`config.mk`:
```
export PLATFORM = sky130hd
export DESIGN_NAME = converter_fsm
export DESIGN_NICKNAME = d
export VERILOG_FILES = /design/src/rtl/converter_fsm_pkg.sv /design/src/rtl/hwpe_stream_package.sv /design/src/rtl/converter_fsm.sv
export SDC_FILE = /design/constraint.sdc
export NUM_CORES = 1
export LEC_CHECK = 0
export ABC_AREA = 1
export BUFFER_PORTS_ARGS = -buffer_cell sky130_fd_sc_hd__buf_4
export CAP_MARGIN = 30
export CORE_AREA = 2 2 178 180
export DETAILED_ROUTE_END_ITERATION = 6
export DIE_AREA = 0 0 180 182
export GPL_TIMING_DRIVEN = 0
export SLEW_MARGIN = 10
export SYNTH_ARGS = -nofsm -noshare
export SYNTH_HDL_FRONTEND = slang
export SYNTH_SLANG_ARGS = --single-unit
```
`constraint.sdc`:
```
create_clock -name clk_i -period 1.94 [get_ports clk_i]
set_input_delay 0.388 -clock clk_i [delete_from_list [all_inputs] [get_ports clk_i]]
set_output_delay 0.388 -clock clk_i [all_outputs]
set_load 0.02 [all_outputs]
```
`src/rtl/converter_fsm_pkg.sv`:
```
// -----------------------------------------------------------------------------
// converter_package
// Shared definitions for the RGB->YCbCr converter control FSM:
//   conv_state_t  : FSM state encoding.
//   PIX_PER_BEAT  : pixels per beat for the default 96-bit stream.
//   pix_per_beat(): pixels per beat for a given stream width.
//   beat_count()  : ceil(n_pixels / pixels-per-beat) via shift + OR-reduce.
// -----------------------------------------------------------------------------
package converter_package;

  typedef enum logic [2:0] {
    IDLE       = 3'd0,
    WAIT_READY = 3'd1,
    START      = 3'd2,
    RUN        = 3'd3,
    FINISH     = 3'd4
  } conv_state_t;

  localparam int unsigned PIXEL_BITS           = 24;
  localparam int unsigned DEFAULT_STREAM_WIDTH = 96;
  localparam int unsigned PIX_PER_BEAT         = DEFAULT_STREAM_WIDTH / PIXEL_BITS;

  function automatic int unsigned pix_per_beat(input int unsigned stream_width);
    return stream_width / PIXEL_BITS;
  endfunction

  // Legal stream widths (96/192/384) give 4, 8 or 16 pixels per beat, so the
  // divide reduces to a right shift by 2, 3 or 4.
  function automatic int unsigned beat_shift(input int unsigned stream_width);
    int unsigned sh;
    case (pix_per_beat(stream_width))
      8:       sh = 3;
      16:      sh = 4;
      default: sh = 2;
    endcase
    return sh;
  endfunction

  // Quotient by shift; any nonzero remainder bit adds one partial beat.
  function automatic logic [31:0] beat_count(input logic [31:0] n_pixels,
                                             input int unsigned stream_width);
    int unsigned sh;
    logic [31:0] mask;
    sh   = beat_shift(stream_width);
    mask = (32'd1 << sh) - 32'd1;
    return (n_pixels >> sh) + {31'd0, |(n_pixels & mask)};
  endfunction

endpackage

```
`src/rtl/hwpe_stream_package.sv`:
```
// -----------------------------------------------------------------------------
// hwpe_stream_package
// Streamer control/flag types shared between the converter FSM and the
// source/sink streamers.
//   ctrl_sourcesink_t  : req_start plus the address-generator configuration.
//   flags_sourcesink_t : ready_start / done status reported by a streamer.
// -----------------------------------------------------------------------------
package hwpe_stream_package;

  typedef struct packed {
    logic [31:0] base_addr;
    logic [31:0] trans_size;
    logic [15:0] line_stride;
    logic [15:0] line_length;
    logic [15:0] feat_stride;
    logic [15:0] feat_length;
    logic [15:0] feat_roll;
    logic [15:0] step;
    logic        loop_outer;
    logic        realign_type;
  } ctrl_addressgen_t;

  typedef struct packed {
    logic             req_start;
    ctrl_addressgen_t addressgen_ctrl;
  } ctrl_sourcesink_t;

  typedef struct packed {
    logic ready_start;
    logic done;
  } flags_sourcesink_t;

endpackage

```
`src/rtl/converter_fsm.sv`:
```
// -----------------------------------------------------------------------------
// converter_fsm
// Control FSM of the RGB->YCbCr converter. Accepts a job from the register
// file, configures the source (RGB read) and sink (YCbCr write) streamers,
// waits for both to finish and reports the job duration.
//
// Ports
//   clk_i, rst_ni          : clock, asynchronous active-low reset
//   clear_i                : synchronous soft clear (returns to IDLE)
//   start_i                : one-cycle job trigger, honoured only in IDLE
//   src_addr_i, dst_addr_i : byte base addresses of RGB / YCbCr buffers
//   n_pixels_i             : 24-bit pixels in the job
//   source_stream_ctrl_o   : source streamer control (req_start + addressgen)
//   source_stream_flags_i  : source streamer flags (ready_start, done)
//   sink_stream_ctrl_o     : sink streamer control
//   sink_stream_flags_i    : sink streamer flags
//   busy_o                 : high in every state except IDLE
//   done_o                 : one-cycle pulse in FINISH
//   cycles_o               : duration of the last completed job
//   state_o                : current FSM state (debug)
//
// Handshake semantics: a streamer raises ready_start while it can accept a
// new transfer; the FSM pulses req_start for exactly one cycle (START) once
// both streamers are ready in the same cycle. Each streamer then pulses (or
// holds) done when its transfer completes; the FSM remembers each done in a
// sticky bit, so the two may arrive in any order. Flags are ignored in any
// state that does not wait for them.
// -----------------------------------------------------------------------------
module converter_fsm
  import converter_package::*;
  import hwpe_stream_package::*;
#(
  parameter int unsigned STREAM_WIDTH = 96,
  parameter int unsigned LEN_WIDTH    = 16
) (
  input  logic                 clk_i,
  input  logic                 rst_ni,
  input  logic                 clear_i,
  input  logic                 start_i,
  input  logic [31:0]          src_addr_i,
  input  logic [31:0]          dst_addr_i,
  input  logic [LEN_WIDTH-1:0] n_pixels_i,
  output ctrl_sourcesink_t     source_stream_ctrl_o,
  input  flags_sourcesink_t    source_stream_flags_i,
  output ctrl_sourcesink_t     sink_stream_ctrl_o,
  input  flags_sourcesink_t    sink_stream_flags_i,
  output logic                 busy_o,
  output logic                 done_o,
  output logic [31:0]          cycles_o,
  output conv_state_t          state_o
);

  conv_state_t          r_state;
  conv_state_t          w_next_state;

  logic [31:0]          r_src_addr;
  logic [31:0]          r_dst_addr;
  logic [LEN_WIDTH-1:0] r_beats;
  logic                 r_cfg_valid;   // drives feat_length = 1 once a job is latched
  logic                 r_src_done;
  logic                 r_snk_done;
  logic [31:0]          r_cnt;
  logic [31:0]          r_cycles;

  logic [LEN_WIDTH-1:0] w_beats;
  logic                 w_accept;
  logic                 w_src_done;
  logic                 w_snk_done;

  function automatic logic [31:0] sat_inc(input logic [31:0] v);
    return (v == 32'hFFFF_FFFF) ? v : v + 32'd1;
  endfunction

  assign w_beats  = LEN_WIDTH'(beat_count(32'(n_pixels_i), STREAM_WIDTH));
  assign w_accept = (r_state == IDLE) && start_i && !clear_i;

  // Sticky-or-incoming: a done arriving this cycle counts immediately, so the
  // FSM reaches FINISH in the cycle after the last done is seen.
  assign w_src_done = r_src_done | source_stream_flags_i.done;
  assign w_snk_done = r_snk_done | sink_stream_flags_i.done;

  // ---------------------------------------------------------------------------
  // Next-state logic
  // ---------------------------------------------------------------------------
  always_comb begin
    w_next_state = r_state;
    case (r_state)
      IDLE: begin
        if (start_i) begin
          w_next_state = (w_beats == '0) ? FINISH : WAIT_READY;
        end
      end
      WAIT_READY: begin
        if (source_stream_flags_i.ready_start && sink_stream_flags_i.ready_start) begin
          w_next_state = START;
        end
      end
      START: w_next_state = RUN;
      RUN: begin
        if (w_src_done && w_snk_done) begin
          w_next_state = FINISH;
        end
      end
      FINISH:  w_next_state = IDLE;
      default: w_next_state = IDLE;
    endcase
    // Soft clear overrides both a new start and any done arriving now.
    if (clear_i) begin
      w_next_state = IDLE;
    end
  end

  // ---------------------------------------------------------------------------
  // State register
  // ---------------------------------------------------------------------------
  always_ff @(posedge clk_i or negedge rst_ni) begin
    if (!rst_ni) begin
      r_state <= IDLE;
    end else begin
      r_state <= w_next_state;
    end
  end

  // ---------------------------------------------------------------------------
  // Job configuration: latched on an accepted start, held until the next one.
  // ---------------------------------------------------------------------------
  always_ff @(posedge clk_i or negedge rst_ni) begin
    if (!rst_ni) begin
      r_src_addr  <= '0;
      r_dst_addr  <= '0;
      r_beats     <= '0;
      r_cfg_valid <= 1'b0;
    end else if (w_accept) begin
      r_src_addr  <= src_addr_i;
      r_dst_addr  <= dst_addr_i;
      r_beats     <= w_beats;
      r_cfg_valid <= 1'b1;
    end
  end

  // ---------------------------------------------------------------------------
  // Sticky done bits: collected only in RUN, dropped in FINISH or on clear.
  // ---------------------------------------------------------------------------
  always_ff @(posedge clk_i or negedge rst_ni) begin
    if (!rst_ni) begin
      r_src_done <= 1'b0;
      r_snk_done <= 1'b0;
    end else if (clear_i || (r_state == FINISH)) begin
      r_src_done <= 1'b0;
      r_snk_done <= 1'b0;
    end else if (r_state == RUN) begin
      r_src_done <= w_src_done;
      r_snk_done <= w_snk_done;
    end
  end

  // ---------------------------------------------------------------------------
  // Cycle counter. START is the first counted cycle (counter restarts there at
  // 0 and counts that cycle), and cycles_o also counts the FINISH cycle, so
  // cycles_o is the job length from START through FINISH inclusive.
  // ---------------------------------------------------------------------------
  always_ff @(posedge clk_i or negedge rst_ni) begin
    if (!rst_ni) begin
      r_cnt    <= '0;
      r_cycles <= '0;
    end else if (clear_i) begin
      r_cnt    <= '0;
    end else begin
      case (r_state)
        WAIT_READY, RUN: r_cnt <= sat_inc(r_cnt);
        START:           r_cnt <= 32'd1;
        FINISH: begin
          r_cnt    <= '0;
          r_cycles <= sat_inc(r_cnt);
        end
        default:         r_cnt <= '0;
      endcase
    end
  end

  // ---------------------------------------------------------------------------
  // Outputs
  // ---------------------------------------------------------------------------
  always_comb begin
    source_stream_ctrl_o = '0;
    sink_stream_ctrl_o   = '0;

    source_stream_ctrl_o.req_start                   = (r_state == START);
    source_stream_ctrl_o.addressgen_ctrl.base_addr   = r_src_addr;
    source_stream_ctrl_o.addressgen_ctrl.trans_size  = 32'(r_beats);
    source_stream_ctrl_o.addressgen_ctrl.line_length = 16'(r_beats);
    source_stream_ctrl_o.addressgen_ctrl.feat_length = {15'd0, r_cfg_valid};

    sink_stream_ctrl_o.req_start                     = (r_state == START);
    sink_stream_ctrl_o.addressgen_ctrl.base_addr     = r_dst_addr;
    sink_stream_ctrl_o.addressgen_ctrl.trans_size    = 32'(r_beats);
    sink_stream_ctrl_o.addressgen_ctrl.line_length   = 16'(r_beats);
    sink_stream_ctrl_o.addressgen_ctrl.feat_length   = {15'd0, r_cfg_valid};
  end

  assign busy_o   = (r_state != IDLE);
  assign done_o   = (r_state == FINISH);
  assign cycles_o = r_cycles;
  assign state_o  = r_state;

endmodule

```
After elaboration in Yosys (flattened, before gate mapping)
Index checks and enable logic that the tools add are counted.
- add/sub/neg operators: 2
- multipliers: 0
- div/mod/pow operators: 0
- $lt $le $gt $ge: 0
- equality and inequality tests: 8
- shift-type cells: 0
- multiplexer cells: 13
- bitwise logic cells: 3
- reduce and logical (&&, ||, !) cells: 14
- operators by type and width (cell ; count):
    $mux 32 ; 2
    $pmux 32 s2 ; 1
    $add 32x1->32 const B ; 1
    $eq 32x32->1 const B ; 1
    $logic_not 16->1 ; 1
    $add 14x1->15 ; 1
    $mux 3 ; 5
    $pmux 3 s4 ; 1
    $ne 3x3->1 const B ; 3
    $eq 3x2->1 const B ; 2
    $logic_and 1x1->1 ; 4
    $mux 1 ; 4
    $reduce_or 2->1 ; 2
    $eq 3x1->1 const B ; 1
    $eq 3x3->1 const B ; 1
    $logic_not 3->1 ; 1
    $reduce_and 3->1 ; 1
    $reduce_bool 3->1 ; 1
    $or 1x1->1 ; 2
    $reduce_and 2->1 ; 1
    $reduce_bool 2->1 ; 1
    $logic_not 1->1 ; 1
    $logic_or 1x1->1 ; 1
    $not 1->1 ; 1
- flip-flop bits (word level): 150
- latch bits: 0
- memory bits (writable): 0
- ROM bits: 0
- output and inout bits: 363
- memories: 0

Depth between registers and ports, before layout
- word-level depth: 7
- gate-level depth with buffers: 16

Least setup slack after synthesis
OpenSTA, ideal clock, no wires.
- path type: input -> register
- start point: input n_pixels_i[1]
- end point: register r_state[0] (netlist: state_o[0])
- arrival time: 1.876 ns
- data required time: 1.824 ns
- setup slack: -0.053 ns
- cell stages on the path: 15
- path buffers: 0
- cell sequence: or2_2 > ha_1 > ha_1 > nand3_1 > inv_1 > nand3b_1 > nand2_1 > nor2_1 > nand2_1 > nor2_1 > nand3_1 > nand2_1 > nand2_1 > nand2_1 > nand2_1
- word-level cells in the longest chain between the ends: 7
- ends and longest elaborated chain (what ; RTL line ; RTL):
    from (decl) ; converter_fsm.sv:42 ; input logic [LEN_WIDTH-1:0] n_pixels_i,
    $reduce_or 2->1 ; converter_fsm_pkg.sv:46 ; return (n_pixels >> sh) + {31'd0, |(n_pixels & mask)};
    $add 14x1->15 ; converter_fsm_pkg.sv:46 ;
    $logic_not 16->1 ; converter_fsm.sv:90 ; w_next_state = (w_beats == '0) ? FINISH : WAIT_READY;
    $mux 3 ; converter_fsm.sv:90 ;
    $mux 3 ; converter_fsm.sv:89 ; if (start_i) begin
    $pmux 3 s4 ; converter_fsm.sv:87 ; case (r_state)
    $mux 3 ; converter_fsm.sv:108 ; if (clear_i) begin
    to (signal assigned) ; converter_fsm.sv:120 ; r_state <= w_next_state;
    to (decl) ; converter_fsm.sv:53 ; conv_state_t r_state;
Every way passes these cells. The select of a mux whose other input is x is not followed.
A chain may end at the register's enable or synchronous reset.

Final worst setup path
- start point: register r_cnt[1]
- end point: register r_cycles[28] (netlist: cycles_o[28])
- word-level cells in the longest chain between the ends: 2
- ends and longest elaborated chain (what ; RTL line ; RTL):
    from (decl) ; converter_fsm.sv:62 ; logic [31:0] r_cnt;
    from (signal assigned) ; converter_fsm.sv:170 ; WAIT_READY, RUN: r_cnt <= sat_inc(r_cnt);
    $add 32x1->32 / $eq 32x32->1 (equally long branches) ; converter_fsm.sv:71 ; return (v == 32'hFFFF_FFFF) ? v : v + 32'd1;
    $mux 32 (*) ; converter_fsm.sv:71 ;
    to (signal assigned) ; converter_fsm.sv:174 ; r_cycles <= sat_inc(r_cnt);
    to (decl) ; converter_fsm.sv:63 ; logic [31:0] r_cycles;
Every way passes the cells marked *; elsewhere a longest branch is shown, timed or not.

==> impl_summary.md <==
Run
The count of maximum capacitance violations is 0.

Critical path
The maximum fanout along the worst path is 4. The data required time at the worst endpoint is 2.30 ns. The capture instance of the worst register-to-register path is cycles_o[28]. In this design, the stage delay of the slowest critical-path cell is 0.44 ns. STA classifies the critical path endpoint as a flop. The element type at the critical path start is a flop. The family of cells with the greatest summed delay on the critical path is simple AND/OR/NAND/NOR gates. The slowest library cell on the worst path is sky130_fd_sc_hd__dfrtp_1. Traced cell by cell, the critical path runs through ha_4 -> nand3_4 -> nor3_4 -> nand2_2 -> nor2_4 -> nand2_2 -> nor2_4 -> xor2_2 -> nand2_1 -> nand2_1.

The worst setup path is of the reg2reg kind. The setup slack of the most critical reg-to-reg path is 0.005 ns. The number of cells on the worst reg-to-reg path is 10. The number of buffers and inverters on the critical path is 0. The critical register-to-register path startpoint is r_cnt[1]. STA puts the critical path data arrival time at 2.30 ns.

STA
The period utilization is 0.997. The clock skew after layout is 0.0158 ns. The worst max-slew margin expressed relative to the limit is 0.568. The final setup slack of the worst path is 0.00529 ns. The number of endpoints with negative hold slack in the final report came to 0. For this run, the top clock speed supported by timing is 517 MHz. The number of setup violations in the final report is 0. The final critical path time including I/O delays and setup is 1.93 ns.

The max-slew violation total from the final report is 0. The slew at the pin closest to its max-slew limit is 0.648 ns. Setup repair after global routing could not meet its margin everywhere.

On the final layout, the worst hold slack is 0.149 ns.

Min path
The tightest min-delay check is of the in2reg type. The cell depth of the worst hold path is 3. The path with the worst hold slack has its endpoint at r_dst_addr[22]. The startpoint identified for the worst hold timing path is dst_addr_i[22].

Clock tree
The total number of clock tree sinks is 149. The clock transition time at the flip-flop clock pins of the worst setup and hold paths is 0.08 ns. The clock tree from TritonCTS is done. The H-tree was split into 4 levels. The number of buffers inserted during clock tree synthesis is 17. The clock latency of the later-clocked register in the worst-skew pair is 0.43 ns.

The root buffer cell chosen for the clock tree is sky130_fd_sc_hd__clkbuf_16. The buffer levels on the longest clock path is 2.

Detailed routing
In the routed design, unresolved DRC markers number 0. The initial detailed-routing violation count is 315. In the final routed layout, each cell accounts on average for 13.2 um. The final route contains 7645 vias. The count of nets left with antenna violations once routing finished came out at 0. The aggregate routed wire length is 26200 um. The total iterations of the first detailed-routing run is 5. The detailed-route vias per instance is 3.85.

Pwr
The maximum VDD drop is 0.000913 V. The power per cell area is 1270 nW/um^2. The static leakage is 7.00 nW.

Placement
Once detailed placement completed, the half-perimeter wirelength came to 20900 um. At the end of routability-driven placement, the weighted congestion stood at 0.897. Buffers placed on the I/O ports in this run total 251. Timing analysis after detailed placement gives a worst setup slack of -0.500 ns. Including well taps, the total number of placed cells is 1942. Once placement finished, the instance area stood at 11900 sq um.

Floorplanning
The area of the core is 31000 sq um. Measured along the x axis, the die boundary spans 180 um. From bottom edge to top edge, the die measures 182 um. Pin placement for this block handled 451 I/O pins.

The die footprint is 32800 sq um. The initial utilization of the core area, before any placement, comes to 0.281. The number of rows created at floorplan is 65.

Synthesis
The number of instances in the synthesized netlist is 1091. The average footprint of a synthesized cell is 7.97 sq um. The number of register bits inferred by synthesis is 149.

The top cell type's share of synthesized area is 0.429. The synthesized netlist occupies a cell area of 8700 sq um. Yosys attributes the largest share of cell area to sky130_fd_sc_hd__dfrtp_1, sky130_fd_sc_hd__buf_4, sky130_fd_sc_hd__nand2_1, sky130_fd_sc_hd__nor2_1, sky130_fd_sc_hd__inv_1. For this run, the register share of the synthesized area comes to 0.429.

Counting distinct cell types in the post-synthesis netlist gives 35. The biggest area contributor in the post-synthesis netlist is sky130_fd_sc_hd__dfrtp_1. During synthesis, Yosys emitted a total of 0 warnings.

Final layout
The non-filler instance count after layout is 1985. Summing all non-filler instances in the final layout gives an area of 12700 sq um. The area growth from synthesis to layout is 45.6%.

The library cells used most frequently in the layout, excluding fill and tap cells, are sky130_fd_sc_hd__buf_4, sky130_fd_sc_hd__nand2_1, sky130_fd_sc_hd__conb_1. The fraction of final layout cells with drive strength greater than 1 is 0.381. The antenna diode count is 0. The library cell used most frequently in the layout, excluding fill and tap cells, is sky130_fd_sc_hd__buf_4. The count of nets after finishing is 1661.

GRT
The total track usage is 0.154. The first global-routing pass estimated 39600 um of wire. The initial antenna violation count came to 0. The pin count of the biggest net entering global routing is 102.

The via count of the first global-routing pass was 7228. The global-route congestion overflow total is 0.

Outcome
The run finished with clean final reports.
-- kinds of logic (layout without fill, tap and decap cells) --
| kind of cell | count (synthesis) | in the layout | synth area share |
|---|---|---|---|
| AOI/OAI and AO/OA | 65 | 65 | 0.0436 |
| xor gates and xnor gates | 29 | 29 | 0.0292 |
| adders and majority gates | 3 | 3 | 0.00432 |
| buffers and inverters | 337 | 631 | 0.253 |
| DFF | 149 | 149 | 0.429 |
| other | 1 | 198 | 0.000431 |
| and+or+nand+nor | 507 | 508 | 0.241 |
-- power breakdown --
| part | total (W) | switching, W | leakage, nW | internal, W |
|---|---|---|---|---|
| Clock | 0.00330 | 0.00146 | 0.289 | 0.00184 |
| Combinational | 0.00769 | 0.00426 | 4.82 | 0.00343 |
| Sequential | 0.00511 | 0.000899 | 1.89 | 0.00421 |
-- synth_stat cells, drive strengths merged --
library cell and n:
a21boi 1, a21oi 22, a31o 1, buf 257, clkbuf 19, conb 1, dfrtp 149, ha 3
inv 61, nand2 364, nand3 32, nand3b 3, nand4 10, nor2 78, nor3 15, nor3b 1
nor4 2, o21a 17, o21ai 23, o22ai 1, or2 2, xnor2 5, xor2 24
-- sequential cells by signal, summed over array words and instances, names as in the netlist --
name	flops
state_o	3
r_beats	15
r_snk_done	1
r_src_done	1
r_dst_addr	32
cycles_o	32
r_cnt	32
r_cfg_valid	1
r_src_addr	32
-- worst max-delay path by stage --
stage	start	end	slack (ns)	cells past startpoint
after floorplan	n_pixels_i[1]	state_o[0]	0.003	15
final	r_cnt[1]	cycles_o[28]	0.005	10
after global placement	n_pixels_i[1]	state_o[0]	-0.51	16
after CTS	state_o[2]	source_stream_ctrl_o[162]	-0.02	3
after global routing	r_cnt[1]	cycles_o[28]	-0.08	10
after detailed placement	n_pixels_i[1]	state_o[0]	-0.50	16
-- timing repair --
item / in CTS / in global routing
hold endpoints to repair: 48 / 0
pin swaps: 4 / 16
resized for setup: 17 / 32
setup endpoints to repair: 111 / 108
cloned: 0 / 1
hold buffers: 1 / 0
buffers inserted: 3 / 7
-- metal layers --
layer / wire, um / global-route usage / share of wire / vias up
met5: 0 / 0 / 0 / -
met4: 408 / 0.0397 / 0.016 / 0
met3: 1770 / 0.0417 / 0.068 / 29
met2: 14200 / 0.288 / 0.54 / 242
met1: 9840 / 0.171 / 0.38 / 3492
li1: - / - / - / 3882
-- area by class of cell --
type	count	area, sq um
Buffer	275	1990
Multi-Input combinational cell	803	3640
Sequential cell	149	3730
Tap cell	402	503
Timing Repair Buffer	263	2000
Clock inverter	14	135
Inverter	61	229
Fill cell	3193	18300
Clock buffer	18	439
-- through the flow --
step,util,power (W),TNS (ns)
after floorplan,-,0.00937,0
after global placement,0.382,0.0128,-73.56
after detailed placement,0.383,0.0128,-27.51
after CTS,0.405,0.0163,-0.0159
after global routing,0.409,0.0170,-0.517
final,0.409,0.0161,0
-- worst min-delay path, cell delays in order --
cell and delay [ns]:
sky130_fd_sc_hd__buf_4 0.07, sky130_fd_sc_hd__nand2_1 0.04, sky130_fd_sc_hd__nand2_1 0.05
Power figures use the tool's default switching activity.
